File: src/rtl/gpu_fill_engine_pkg.sv
`default_nettype none
// ============================================================================
//  Module      : gpu_pkg
//  Description : Shared opcodes, FSM state encoding, command field positions
//                and geometry helpers for the GPU fill engine.
//  Revision    : 1.0  initial release
// ============================================================================
package gpu_pkg;

  // Header opcodes (cmd_data[15:0])
  localparam logic [15:0] GPU_OP_SWAP  = 16'd1;
  localparam logic [15:0] GPU_OP_PIXEL = 16'd2;
  localparam logic [15:0] GPU_OP_RECT  = 16'd3;

  // Header / argument field positions
  localparam int GPU_HDR_OP_MSB    = 15;
  localparam int GPU_HDR_COLOR_LSB = 16;
  localparam int GPU_ARG_X_LSB     = 0;
  localparam int GPU_ARG_X_MSB     = 9;
  localparam int GPU_ARG_Y_LSB     = 16;
  localparam int GPU_ARG_Y_MSB     = 25;

  // Coordinate datapath width: wide enough that x0 + w never wraps
  localparam int GPU_COORD_W = 11;

  typedef enum logic [2:0] {
    ST_IDLE      = 3'd0,
    ST_ARG0      = 3'd1,
    ST_ARG1      = 3'd2,
    ST_FILL      = 3'd3,
    ST_SWAP_WAIT = 3'd4
  } gpu_state_e;

  // Pixels per 32-bit VRAM word
  function automatic int gpu_ppw(input int bpp);
    return 32 / bpp;
  endfunction

  // VRAM words per screen row
  function automatic int gpu_wpr(input int width, input int bpp);
    return width / gpu_ppw(bpp);
  endfunction

endpackage
`default_nettype wire

File: src/rtl/gpu_fill_engine_if.sv
`default_nettype none
// ============================================================================
//  Module      : gpu_fill_engine_if
//  Description : Command stream and VRAM write port of the fill engine.
//                master : the fill engine (consumes commands, issues writes)
//                slave  : surrounding fabric (command FIFO + VRAM port)
//  Signals     : cmd_valid/cmd_data/cmd_ready  command word handshake
//                vram_we/addr/wdata/wmask/ready masked word write handshake
//  Revision    : 1.0  initial release
// ============================================================================
interface gpu_fill_engine_if #(
  parameter int AW = 19
);
  logic          cmd_valid;
  logic [31:0]   cmd_data;
  logic          cmd_ready;
  logic          vram_we;
  logic [AW-1:0] vram_addr;
  logic [31:0]   vram_wdata;
  logic [31:0]   vram_wmask;
  logic          vram_ready;

  modport master (
    input  cmd_valid, cmd_data, vram_ready,
    output cmd_ready, vram_we, vram_addr, vram_wdata, vram_wmask
  );

  modport slave (
    output cmd_valid, cmd_data, vram_ready,
    input  cmd_ready, vram_we, vram_addr, vram_wdata, vram_wmask
  );
endinterface
`default_nettype wire

File: src/rtl/gpu_fill_engine_span_mask.sv
`default_nettype none
// ============================================================================
//  Module      : gpu_span_mask
//  Description : Combinational per-bit write mask for one VRAM word. A pixel
//                slot s is enabled when (!lo_en_i || s >= lo_slot_i) and
//                (!hi_en_i || s <= hi_slot_i); each enabled slot sets its
//                BPP bits. Slots are LSB-first.
//  Ports       : lo_slot_i/hi_slot_i  span bounds within the word
//                lo_en_i/hi_en_i      apply lower/upper bound
//                mask_o               32-bit field mask
//  Revision    : 1.0  initial release
// ============================================================================
module gpu_span_mask
  import gpu_pkg::*;
#(
  parameter int BPP = 2
) (
  input  logic [4:0]  lo_slot_i,
  input  logic [4:0]  hi_slot_i,
  input  logic        lo_en_i,
  input  logic        hi_en_i,
  output logic [31:0] mask_o
);

  localparam int c_ppw = gpu_ppw(BPP);

  generate
    for (genvar s = 0; s < c_ppw; s++) begin : g_slot
      logic w_on;
      assign w_on = (!lo_en_i || (5'(s) >= lo_slot_i)) &&
                    (!hi_en_i || (5'(s) <= hi_slot_i));
      assign mask_o[s*BPP +: BPP] = {BPP{w_on}};
    end
  endgenerate

endmodule
`default_nettype wire

File: src/rtl/gpu_fill_engine.sv
`default_nettype none
// ============================================================================
//  Module      : gpu_fill_engine
//  Description : Executes PIXEL / RECT / SWAP commands, writing the work
//                framebuffer with masked word writes and owning the
//                double-buffer select. SWAP completes on the feeder's
//                frame_end.
//  Build macro : GPU_FILL_CLIP_EN - clip rects overhanging the screen edge
//                instead of rejecting them.
//  Ports       : clk, rst      clock, synchronous active-high reset
//                bus (master)  command stream + VRAM write port
//                frame_end     feeder fetched last word of frame (pulse)
//                vram_sel      work buffer index (display = ~vram_sel)
//                busy          engine not idle
//                err           command rejected (pulse)
//  Revision    : 1.0  initial release
// ============================================================================
module gpu_fill_engine
  import gpu_pkg::*;
#(
  parameter int BPP    = 2,
  parameter int WIDTH  = 640,
  parameter int HEIGHT = 480,
  parameter int AW     = 19
) (
  input  logic              clk,
  input  logic              rst,
  gpu_fill_engine_if.master bus,
  input  logic              frame_end,
  output logic              vram_sel,
  output logic              busy,
  output logic              err
);

  localparam int                     c_ppw      = gpu_ppw(BPP);
  localparam int                     c_ppw_lg   = $clog2(c_ppw);
  localparam logic [GPU_COORD_W-1:0] c_slot_msk = GPU_COORD_W'(c_ppw - 1);
  localparam logic [GPU_COORD_W-1:0] c_width    = GPU_COORD_W'(WIDTH);
  localparam logic [GPU_COORD_W-1:0] c_height   = GPU_COORD_W'(HEIGHT);
  localparam logic [AW-1:0]          c_wpr      = AW'(gpu_wpr(WIDTH, BPP));

  // --------------------------------------------------------------------------
  // Registers
  // --------------------------------------------------------------------------
  gpu_state_e             state_q, state_d;
  logic                   rect_q, rect_d;
  logic [BPP-1:0]         color_q, color_d;
  logic [GPU_COORD_W-1:0] x0_q, x0_d, y0_q, y0_d;
  logic [GPU_COORD_W-1:0] fw_q, fw_d, lw_q, lw_d, col_q, col_d, rows_q, rows_d;
  logic [4:0]             lo_q, lo_d, hi_q, hi_d;
  logic [AW-1:0]          row_base_q, row_base_d, addr_q, addr_d;
  logic                   we_q, we_d, sel_q, sel_d, err_q, err_d;
  logic [31:0]            wdata_q, wdata_d, wmask_q, wmask_d;

  // --------------------------------------------------------------------------
  // Argument validation / span setup (valid only in the final-argument cycle)
  // --------------------------------------------------------------------------
  logic [GPU_COORD_W-1:0] w_arg_x, w_arg_y;
  logic [GPU_COORD_W-1:0] w_vx, w_vy, w_vw, w_vh, w_ew, w_eh, w_xend;
  logic [GPU_COORD_W-1:0] w_fw, w_lw, w_lo_full, w_hi_full;
  logic [4:0]             w_lo, w_hi;
  logic [AW-1:0]          w_row_base;
  logic                   w_arg_done, w_zero, w_oob, w_over_x, w_over_y;
  logic                   w_reject, w_load, w_bad;
  logic                   w_unused_bits;

  assign w_arg_x = {1'b0, bus.cmd_data[GPU_ARG_X_MSB:GPU_ARG_X_LSB]};
  assign w_arg_y = {1'b0, bus.cmd_data[GPU_ARG_Y_MSB:GPU_ARG_Y_LSB]};
  assign w_unused_bits = ^bus.cmd_data[31:26];

  // PIXEL finishes in ARG0 as a 1x1 rect; RECT finishes in ARG1 with the
  // origin already latched and the extent arriving on the bus.
  assign w_arg_done = bus.cmd_valid &&
                      ((state_q == ST_ARG1) || ((state_q == ST_ARG0) && !rect_q));
  assign w_vx = (state_q == ST_ARG1) ? x0_q    : w_arg_x;
  assign w_vy = (state_q == ST_ARG1) ? y0_q    : w_arg_y;
  assign w_vw = (state_q == ST_ARG1) ? w_arg_x : GPU_COORD_W'(1);
  assign w_vh = (state_q == ST_ARG1) ? w_arg_y : GPU_COORD_W'(1);

  assign w_zero   = (w_vw == '0) || (w_vh == '0);
  assign w_oob    = (w_vx >= c_width) || (w_vy >= c_height);
  assign w_over_x = (w_vx + w_vw) > c_width;
  assign w_over_y = (w_vy + w_vh) > c_height;

`ifdef GPU_FILL_CLIP_EN
  assign w_ew     = w_over_x ? (c_width - w_vx)  : w_vw;
  assign w_eh     = w_over_y ? (c_height - w_vy) : w_vh;
  assign w_reject = 1'b0;
`else
  assign w_ew     = w_vw;
  assign w_eh     = w_vh;
  assign w_reject = w_over_x || w_over_y;
`endif

  assign w_load = w_arg_done && !w_zero && !w_oob && !w_reject;
  assign w_bad  = w_arg_done && !w_zero && (w_oob || w_reject);

  assign w_xend     = w_vx + w_ew - GPU_COORD_W'(1);
  assign w_fw       = w_vx >> c_ppw_lg;
  assign w_lw       = w_xend >> c_ppw_lg;
  assign w_lo_full  = w_vx & c_slot_msk;
  assign w_hi_full  = w_xend & c_slot_msk;
  assign w_lo       = w_lo_full[4:0];
  assign w_hi       = w_hi_full[4:0];
  assign w_row_base = AW'(w_vy) * c_wpr;

  // --------------------------------------------------------------------------
  // Mask for the word presented next: either the first word of a new command
  // or the successor of the word being accepted (wrapping to the next row).
  // --------------------------------------------------------------------------
  logic [GPU_COORD_W-1:0] w_m_col, w_m_fw, w_m_lw;
  logic [4:0]             w_m_lo, w_m_hi;
  logic [31:0]            w_mask;

  always_comb begin
    if (w_load) begin
      w_m_col = w_fw;
      w_m_fw  = w_fw;
      w_m_lw  = w_lw;
      w_m_lo  = w_lo;
      w_m_hi  = w_hi;
    end else begin
      w_m_col = (col_q == lw_q) ? fw_q : (col_q + GPU_COORD_W'(1));
      w_m_fw  = fw_q;
      w_m_lw  = lw_q;
      w_m_lo  = lo_q;
      w_m_hi  = hi_q;
    end
  end

  gpu_span_mask #(
    .BPP (BPP)
  ) u_span_mask (
    .lo_slot_i (w_m_lo),
    .hi_slot_i (w_m_hi),
    .lo_en_i   (w_m_col == w_m_fw),
    .hi_en_i   (w_m_col == w_m_lw),
    .mask_o    (w_mask)
  );

  // --------------------------------------------------------------------------
  // FSM: next state and datapath
  // --------------------------------------------------------------------------
  always_comb begin
    state_d    = state_q;
    rect_d     = rect_q;
    color_d    = color_q;
    x0_d       = x0_q;
    y0_d       = y0_q;
    fw_d       = fw_q;
    lw_d       = lw_q;
    col_d      = col_q;
    rows_d     = rows_q;
    lo_d       = lo_q;
    hi_d       = hi_q;
    row_base_d = row_base_q;
    addr_d     = addr_q;
    we_d       = we_q;
    sel_d      = sel_q;
    wdata_d    = wdata_q;
    wmask_d    = wmask_q;
    err_d      = w_bad;

    case (state_q)
      ST_IDLE: begin
        if (bus.cmd_valid) begin
          color_d = bus.cmd_data[GPU_HDR_COLOR_LSB +: BPP];
          case (bus.cmd_data[GPU_HDR_OP_MSB:0])
            GPU_OP_SWAP:  state_d = ST_SWAP_WAIT;
            GPU_OP_PIXEL: begin rect_d = 1'b0; state_d = ST_ARG0; end
            GPU_OP_RECT:  begin rect_d = 1'b1; state_d = ST_ARG0; end
            default:      err_d = 1'b1;
          endcase
        end
      end
      ST_ARG0: begin
        if (bus.cmd_valid) begin
          x0_d = w_arg_x;
          y0_d = w_arg_y;
          if (rect_q) state_d = ST_ARG1;
          else        state_d = w_load ? ST_FILL : ST_IDLE;
        end
      end
      ST_ARG1: begin
        if (bus.cmd_valid) state_d = w_load ? ST_FILL : ST_IDLE;
      end
      ST_FILL: begin
        if (bus.vram_ready) begin
          if ((col_q == lw_q) && (rows_q == '0)) begin
            we_d    = 1'b0;
            state_d = ST_IDLE;
          end else begin
            col_d   = w_m_col;
            wmask_d = w_mask;
            if (col_q == lw_q) begin
              rows_d     = rows_q - GPU_COORD_W'(1);
              row_base_d = row_base_q + c_wpr;
              addr_d     = row_base_q + c_wpr + AW'(fw_q);
            end else begin
              addr_d = addr_q + AW'(1);
            end
          end
        end
      end
      ST_SWAP_WAIT: begin
        if (frame_end) begin
          sel_d   = ~sel_q;
          state_d = ST_IDLE;
        end
      end
      default: state_d = ST_IDLE;
    endcase

    // First word of an accepted command goes out the cycle after the last
    // argument word.
    if (w_load) begin
      fw_d       = w_fw;
      lw_d       = w_lw;
      lo_d       = w_lo;
      hi_d       = w_hi;
      col_d      = w_fw;
      rows_d     = w_eh - GPU_COORD_W'(1);
      row_base_d = w_row_base;
      addr_d     = w_row_base + AW'(w_fw);
      wdata_d    = {c_ppw{color_q}};
      wmask_d    = w_mask;
      we_d       = 1'b1;
    end
  end

  always_ff @(posedge clk) begin
    if (rst) state_q <= ST_IDLE;
    else     state_q <= state_d;
  end

  always_ff @(posedge clk) begin
    if (rst) begin
      rect_q     <= 1'b0;
      color_q    <= '0;
      x0_q       <= '0;
      y0_q       <= '0;
      fw_q       <= '0;
      lw_q       <= '0;
      col_q      <= '0;
      rows_q     <= '0;
      lo_q       <= '0;
      hi_q       <= '0;
      row_base_q <= '0;
      addr_q     <= '0;
      we_q       <= 1'b0;
      sel_q      <= 1'b0;
      wdata_q    <= '0;
      wmask_q    <= '0;
      err_q      <= 1'b0;
    end else begin
      rect_q     <= rect_d;
      color_q    <= color_d;
      x0_q       <= x0_d;
      y0_q       <= y0_d;
      fw_q       <= fw_d;
      lw_q       <= lw_d;
      col_q      <= col_d;
      rows_q     <= rows_d;
      lo_q       <= lo_d;
      hi_q       <= hi_d;
      row_base_q <= row_base_d;
      addr_q     <= addr_d;
      we_q       <= we_d;
      sel_q      <= sel_d;
      wdata_q    <= wdata_d;
      wmask_q    <= wmask_d;
      err_q      <= err_d;
    end
  end

  // --------------------------------------------------------------------------
  // Outputs
  // --------------------------------------------------------------------------
  assign bus.cmd_ready  = (state_q == ST_IDLE) || (state_q == ST_ARG0) ||
                          (state_q == ST_ARG1);
  assign bus.vram_we    = we_q;
  assign bus.vram_addr  = addr_q;
  assign bus.vram_wdata = wdata_q;
  assign bus.vram_wmask = wmask_q;
  assign vram_sel       = sel_q;
  assign busy           = (state_q != ST_IDLE);
  assign err            = err_q;

endmodule
`default_nettype wire

File: src/flat_wrapper.sv
// flat-port wrapper written by rule: the top's interface ports become plain ports
module gpu_fill_engine_flat import gpu_pkg::*;
#(
  parameter int BPP    = 2,
  parameter int WIDTH  = 640,
  parameter int HEIGHT = 480,
  parameter int AW     = 19
)
  (clk, rst, frame_end, vram_sel, busy, err, bus_cmd_valid, bus_cmd_data, bus_vram_ready, bus_cmd_ready, bus_vram_we, bus_vram_addr, bus_vram_wdata, bus_vram_wmask);
  gpu_fill_engine_if #(.AW(AW)) bus_i ();
  input  logic clk;
  input  logic rst;
  input  logic frame_end;
  output logic vram_sel;
  output logic busy;
  output logic err;
  input wire logic [$bits(bus_i.cmd_valid)-1:0] bus_cmd_valid;
  input wire logic [$bits(bus_i.cmd_data)-1:0] bus_cmd_data;
  input wire logic [$bits(bus_i.vram_ready)-1:0] bus_vram_ready;
  output wire logic [$bits(bus_i.cmd_ready)-1:0] bus_cmd_ready;
  output wire logic [$bits(bus_i.vram_we)-1:0] bus_vram_we;
  output wire logic [$bits(bus_i.vram_addr)-1:0] bus_vram_addr;
  output wire logic [$bits(bus_i.vram_wdata)-1:0] bus_vram_wdata;
  output wire logic [$bits(bus_i.vram_wmask)-1:0] bus_vram_wmask;
  assign bus_i.cmd_valid = bus_cmd_valid;
  assign bus_i.cmd_data = bus_cmd_data;
  assign bus_i.vram_ready = bus_vram_ready;
  assign bus_cmd_ready = bus_i.cmd_ready;
  assign bus_vram_we = bus_i.vram_we;
  assign bus_vram_addr = bus_i.vram_addr;
  assign bus_vram_wdata = bus_i.vram_wdata;
  assign bus_vram_wmask = bus_i.vram_wmask;
  gpu_fill_engine #(.BPP(BPP), .WIDTH(WIDTH), .HEIGHT(HEIGHT), .AW(AW)) u_core (.clk(clk), .rst(rst), .bus(bus_i), .frame_end(frame_end), .vram_sel(vram_sel), .busy(busy), .err(err));
endmodule
File: config.mk
export PLATFORM = sky130hd
export DESIGN_NAME = gpu_fill_engine_flat
export DESIGN_NICKNAME = d
export VERILOG_FILES = /design/src/rtl/gpu_fill_engine_pkg.sv /design/src/rtl/gpu_fill_engine_if.sv /design/src/rtl/gpu_fill_engine_span_mask.sv /design/src/rtl/gpu_fill_engine.sv /design/src/flat_wrapper.sv
export SDC_FILE = /design/constraint.sdc
export NUM_CORES = 1
export LEC_CHECK = 0
export ABC_AREA = 1
export CAP_MARGIN = 15
export CORE_ASPECT_RATIO = 1.25
export CORE_MARGIN = 2
export CORE_UTILIZATION = 38
export CTS_CLUSTER_DIAMETER = 50
export CTS_CLUSTER_SIZE = 24
export DETAILED_ROUTE_END_ITERATION = 8
export GPL_TIMING_DRIVEN = 0
export PLACE_DENSITY = 0.7
export SLEW_MARGIN = 25
export SYNTH_ARGS = -nofsm -noshare
export SYNTH_HDL_FRONTEND = slang
export SYNTH_SLANG_ARGS = --single-unit
export TNS_END_PERCENT = 20
File: constraint.sdc
create_clock -name clk -period 11 [get_ports clk]
set_input_delay 2.2 -clock clk [delete_from_list [all_inputs] [get_ports clk]]
set_output_delay 2.2 -clock clk [all_outputs]
set_load 0.03 [all_outputs]
After elaboration in Yosys (flattened, before gate mapping) --
Cells that the tools add are included.
Cells by class: $lt $le $gt $ge 36, mux-type cells 51, shift operators 0, reductions and logical operators 91, add/sub/neg operators 10, $mul 1, equality and inequality tests 18, divide/modulo/power cells 0, bitwise gates (word level) 2
Operators by type and width (count):
- 2-to-1 mux 32 bit | 4
- 2-to-1 mux 11 bit | 9
- 2-to-1 mux 19 bit | 5
- 2-to-1 mux 17 bit | 5
- greater-or-equal comparator 4 x 5 -> 1 bit, first input constant | 8
- less-or-equal comparator 4 x 5 -> 1 bit, first input constant | 8
- 2-to-1 mux 10 bit | 4
- logical OR 1 bit | 39
- equality test 11 bit | 3
- zero test 11 bit | 3
- subtractor 11 x 1 -> 11 bit, second input constant | 3
- equality test 16 x 2 -> 1 bit, second input constant | 2
- 2-to-1 mux 7 bit | 4
- logical AND 1 bit | 23
- adder 11 bit | 2
- 2-to-1 mux 3 bit | 7
- greater-or-equal comparator 3 x 5 -> 1 bit, first input constant | 4
- less-or-equal comparator 3 x 5 -> 1 bit, first input constant | 4
- adder 19 x 1 -> 19 bit, second input constant | 1
- adder 19 x 11 -> 19 bit | 1
- adder 19 x 6 -> 19 bit, second input constant | 1
- adder 17 x 7 -> 18 bit | 1
- equality test 16 x 1 -> 1 bit, second input constant | 1
- case mux 3 bit (5 select lines) | 1
- 32 further kinds | 66
Word-level totals: register bits 185, bits in latches 0, memory bits (writable) 0, memories 0, output and inout bits 88, ROM bits 0, input bits 37

Depth between registers and ports, before layout --
depth in word-level cells 17, mapped depth 31, gate-level depth less buffers 28

Modules after synthesis --
Synthesis repeated with hierarchy kept, for this count alone.
Second synthesis, totals: cell total of the unflattened synthesis 1749, area, all modules 11143.2 um^2
Modules (own cells, without submodules):
- gpu_fill_engine | area an instance 10527.6 um^2, times used 1, cells an instance 1627, seq. area each 3042.9 um^2
- gpu_span_mask | area an instance 615.6 um^2, times used 1, cells an instance 122, seq. area each 0.0 um^2

Least setup slack after synthesis --
Ideal clock, no wire load.
path type input port to flip-flop, start in bus_cmd_data[1], end reg u_core.rows_q[8], data required time 10883 ps, arrival 5276 ps, stages 18, setup slack 5607 ps, path through inv_1 o21ai_0 fa_1 inv_1 ha_1 nand4_1 nor2_1 nand4_1 nand3_1 nand4_4 or2_0 o21ai_1 ha_1 inv_1 nor2_1 a21oi_1 nor2_1 nor2_1
Between the ends: longest elaborated chain between the ends 9, elaborated cells between the ends (all ways) 21, classes of those cells add/sub: 1; order compare: 2; eq/ne: 1; mux: 3; reduce/logical: 14
Ends and longest elaborated chain:
- start: declaration | RTL line flat_wrapper.sv:18 | input wire logic [$bits(bus_i.cmd_data)-1:0] bus_cmd_data;
- parallel branches: the longest is 6 deep, another holds adder 11 bit
- logical AND 1 bit (*) | RTL line gpu_fill_engine.sv:95 | assign w_load = w_arg_done && !w_zero && !w_oob && !w_reject;
- inequality test 2 x 1 -> 1 bit (no source line) / nonzero test 2 bit (equally long branches)
- AND reduction 4 bit (no source line)
- end signal: assignment | RTL line gpu_fill_engine.sv:263 | rows_q <= rows_d;
- end: declaration | RTL line gpu_fill_engine.sv:49 | logic [GPU_COORD_W-1:0] fw_q, fw_d, lw_q, lw_d, col_q, col_d, rows_q, rows_d;
Mark *: on every way between the ends. A chain may end at the register's enable or synchronous reset.

==> impl_metrics.ini <==
[job]
cap_violations = 0

[place]
dpl_worst_slack_ns = 4.20
place_area_sq_um = 12600
dp_hpwl_microns = 28500
routabilityCongestion = 0.943
io_buffers = 118

[sta]
slew_viol_final = 0
rsz0062_at_grt = no
fmax_ghz = 0.156
finalClockSkew_ns = 0.0112
layout_min_cycle_time_ns = 6.39
finalCritPeriodShare_pct = 58.1
worst_slew_pin_slew_ns = 0.856
relSlewSlack_pct = 42.4
setup_ws_ns = 4.61
setup_viol = 0
fin_setup_tns_ns = 0
hold_viol_final = 0

[drt]
drtAntennaViolNets = 0
finalWirelength_microns = 35800
vias = 12000
dr.pass1.iters = 5
drc = 0
viasPerCell = 5.26
wl_per_cell_microns = 15.7
drtIter0Drc = 852

[clock_tree]
ctsHoldBuffers = 0
post-cts-setup-buffers = 0
cts_max_path_buffers = 2
ctsResizeCount = 0
cts.sinks = 136
cts_tree = done
cts_buffers = 17
cts_root_buffer = clkbuf_16
clkTransAtPathRegs_ns = 0.06
clk_latency_ns = 0.44
htree_levels = 4

[synth]
seq_area_frac_synth_pct = 24.8
synth-seq-cells = 136
netlist_instances = 1778
syn_avg_cell_area_sq_um = 6.17
ys_types = 55
syn-cell-area_sq_um = 11000
ys_warn_count = 0
syn_nets = 1870

[global_route]
grt_max_degree = 18
gr-total-overflow = 0
track_usage_pct = 23.3
antenna_found_initial = 0
grt_pass1_vias = 10900
grt_first_pass_wirelength_microns = 56300

[final_layout]
multi_input_area_sq_um = 6660
area_growth_pct = 20.3
final_util_pct = 46.5
drive_above_1_share_pct = 6.85
fill_cells = 2888
ff_latch_area_sq_um = 2720
nNetsFinal = 2007
diodes = 0
fin_area_sq_um = 13200

[die]
ios = 125
initial_core_util_pct = 38.6
dieArea_sq_um = 30300
row_count = 69
core_area_sq_um = 28400
die_w_microns = 156
die_y_microns = 194

[run_status]
status = complete, no violations

[worst_setup_path]
critical_path_class = in2reg
required_ns = 11.36
crit_path_end_kind = register
crit_fanout = 10
critPathLaunchType = input port
cp.arrival_ns = 6.76

[power_and_ir_drop]
powerDensity_nw_per_um2 = 92.1
vdd.ir_drop.worst_mv = 0.0883
power_leakage_nw = 6.36

[worst_hold_path]
hold_class = reg2reg
[worst paths after layout]
| kind | from | end | slack [ns] | cells past startpoint |
|---|---|---|---|---|
| setup / recovery | bus_cmd_data[3] | u_core.lw_q[9] | 4.61 | 17 |
| hold / removal | u_core.color_q[0] | u_core.color_q[0] | 0.47 | 2 |
| setup reg to reg | u_core.state_q[0] | u_core.lw_q[9] | 5.43 | 21 |
| hold reg to reg | u_core.color_q[0] | u_core.color_q[0] | 0.47 | 2 |
[cells in the final DEF (no fill, tap or decap), drive strengths merged, types with 2 or more instances in the layout]
cell type,count
a211oi,9
o31ai,3
nor4,8
and3,2
buf,67
nor2,195
nor3,26
ha,51
a31oi,11
o21ai,127
o21bai,5
nand2,435
a22oi,4
a21oi,107
nand4,59
clkdlybuf4s50,118
clkbuf,65
fa,4
a21o,2
inv,245
o221ai,6
bufinv,2
o22ai,9
nand3b,6
xor2,46
a221oi,3
dfxtp,136
nand3,121
o211ai,4
xnor2,13
nor3b,2
or2,11
clkinvlp,2
clkinv,12
[through the flow]
stage | hold slack [ns] | instances | power [mW]
final | 0.470 | 2282 | 1.22
after global placement | 0.449 | 2251 | 0.629
after detailed placement | 0.457 | 2251 | 0.630
after global routing | 0.495 | 2282 | 1.25
after CTS | 0.465 | 2282 | 1.22
after floorplan | 0.436 | 1778 | 0.587
[where the power goes]
part	internal (mW)	switching (mW)
clock network	0.357	0.236
registers	0.493	0.000302
logic	0.0435	0.0858
[critical path, cell delays in order]
cell and delay (ns):
clkdlybuf4s50_1 0.49, inv_1 0.07, o21ai_0 0.50, ha_1 0.40
a21oi_1 0.22, a21oi_1 0.11, o21ai_0 0.24, nand2_1 0.17
nand4_1 0.13, nand3_1 0.24, nand4_4 0.28, inv_2 0.11
buf_4 0.19, nor2_1 0.40, clkinv_1 0.50, clkbuf_1 0.36
nor2_1 0.14
[routing by layer]
layer / part of all wire, % / vias up / wire length (microns) / track usage (%)
met4: 3.8 / 0 / 1340 / 9.89
met3: 6.2 / 82 / 2200 / 2.68
met5: 0 / - / 0 / 0
met2: 48 / 434 / 17300 / 40.9
li1: - / 6015 / - / -
met1: 42 / 5479 / 14900 / 28.7
[synth_stat cells (all sizes together)]
library cell  count  share of area (%)
o2bb2ai           1              0.080
nor2            195                7.1
a221oi            3               0.24
and3              2               0.11
nor3             26                1.2
buf              67                4.5
o41ai             1              0.080
nand3           121                5.5
nand4            59                3.5
o21a              1              0.068
xnor2            13                1.0
o21ai           127                6.0
dfxtp           136                 25
clkinv            6               0.21
and3b             1              0.080
a211oi            9               0.62
a22oi             4               0.27
inv             245                8.4
or2              11               0.63
a21oi           107                4.9
o22ai             9               0.51
o221ai            6               0.48
o21bai            5               0.34
a311oi            1              0.080
nor3b             2               0.14
clkbuf           44                1.5
o2111ai           1              0.080
o211ai            4               0.27
nand3b            6               0.41
and2              1              0.057
a41oi             1              0.080
nand2           435                 15
ha               51                5.8
o211a             1              0.091
nor4              8               0.46
a31oi            11               0.63
or3               1              0.057
a21o              2               0.14
fa                4               0.73
o31ai             3               0.21
xor2             46                3.7
a31o              1              0.080
[sequential cells by signal (all words and copies together) (netlist names)]
register	cells
u_core.bus.vram_addr	19
u_core.bus.vram_wdata	2
u_core.bus.vram_we	1
u_core.bus.vram_wmask	16
u_core.col_q	11
u_core.color_q	2
u_core.err	1
u_core.fw_q	11
u_core.hi_q	5
u_core.lo_q	5
u_core.lw_q	11
u_core.rect_q	1
u_core.row_base_q	16
u_core.rows_q	11
u_core.state_q	3
u_core.vram_sel	1
u_core.x0_q	10
u_core.y0_q	10
[cell type report]
type,count,area share (%)
inverters,251,7.14
clock inverters,10,0.910
flip-flops and latches,136,20.6
plain buffers,111,4.96
repair buffers,118,8.95
well taps,355,3.36
multi-input cells,1280,50.4
clock buffers,21,3.64
[cell families (layout without fill, tap and decap cells)]
group                      count (synthesis)  after routing  share of synthesized area [%]
xor gates and xnor gates                  59             59                           4.71
buffers and inverters                    362            511                           14.5
AOI/OAI and AO/OA                        298            298                           15.2
DFF                                      136            136                           24.8
adders and majority gates                 55             55                           6.54
and+or+nand+nor                          868            868                           34.2
Power figures use the tool's default switching activity.
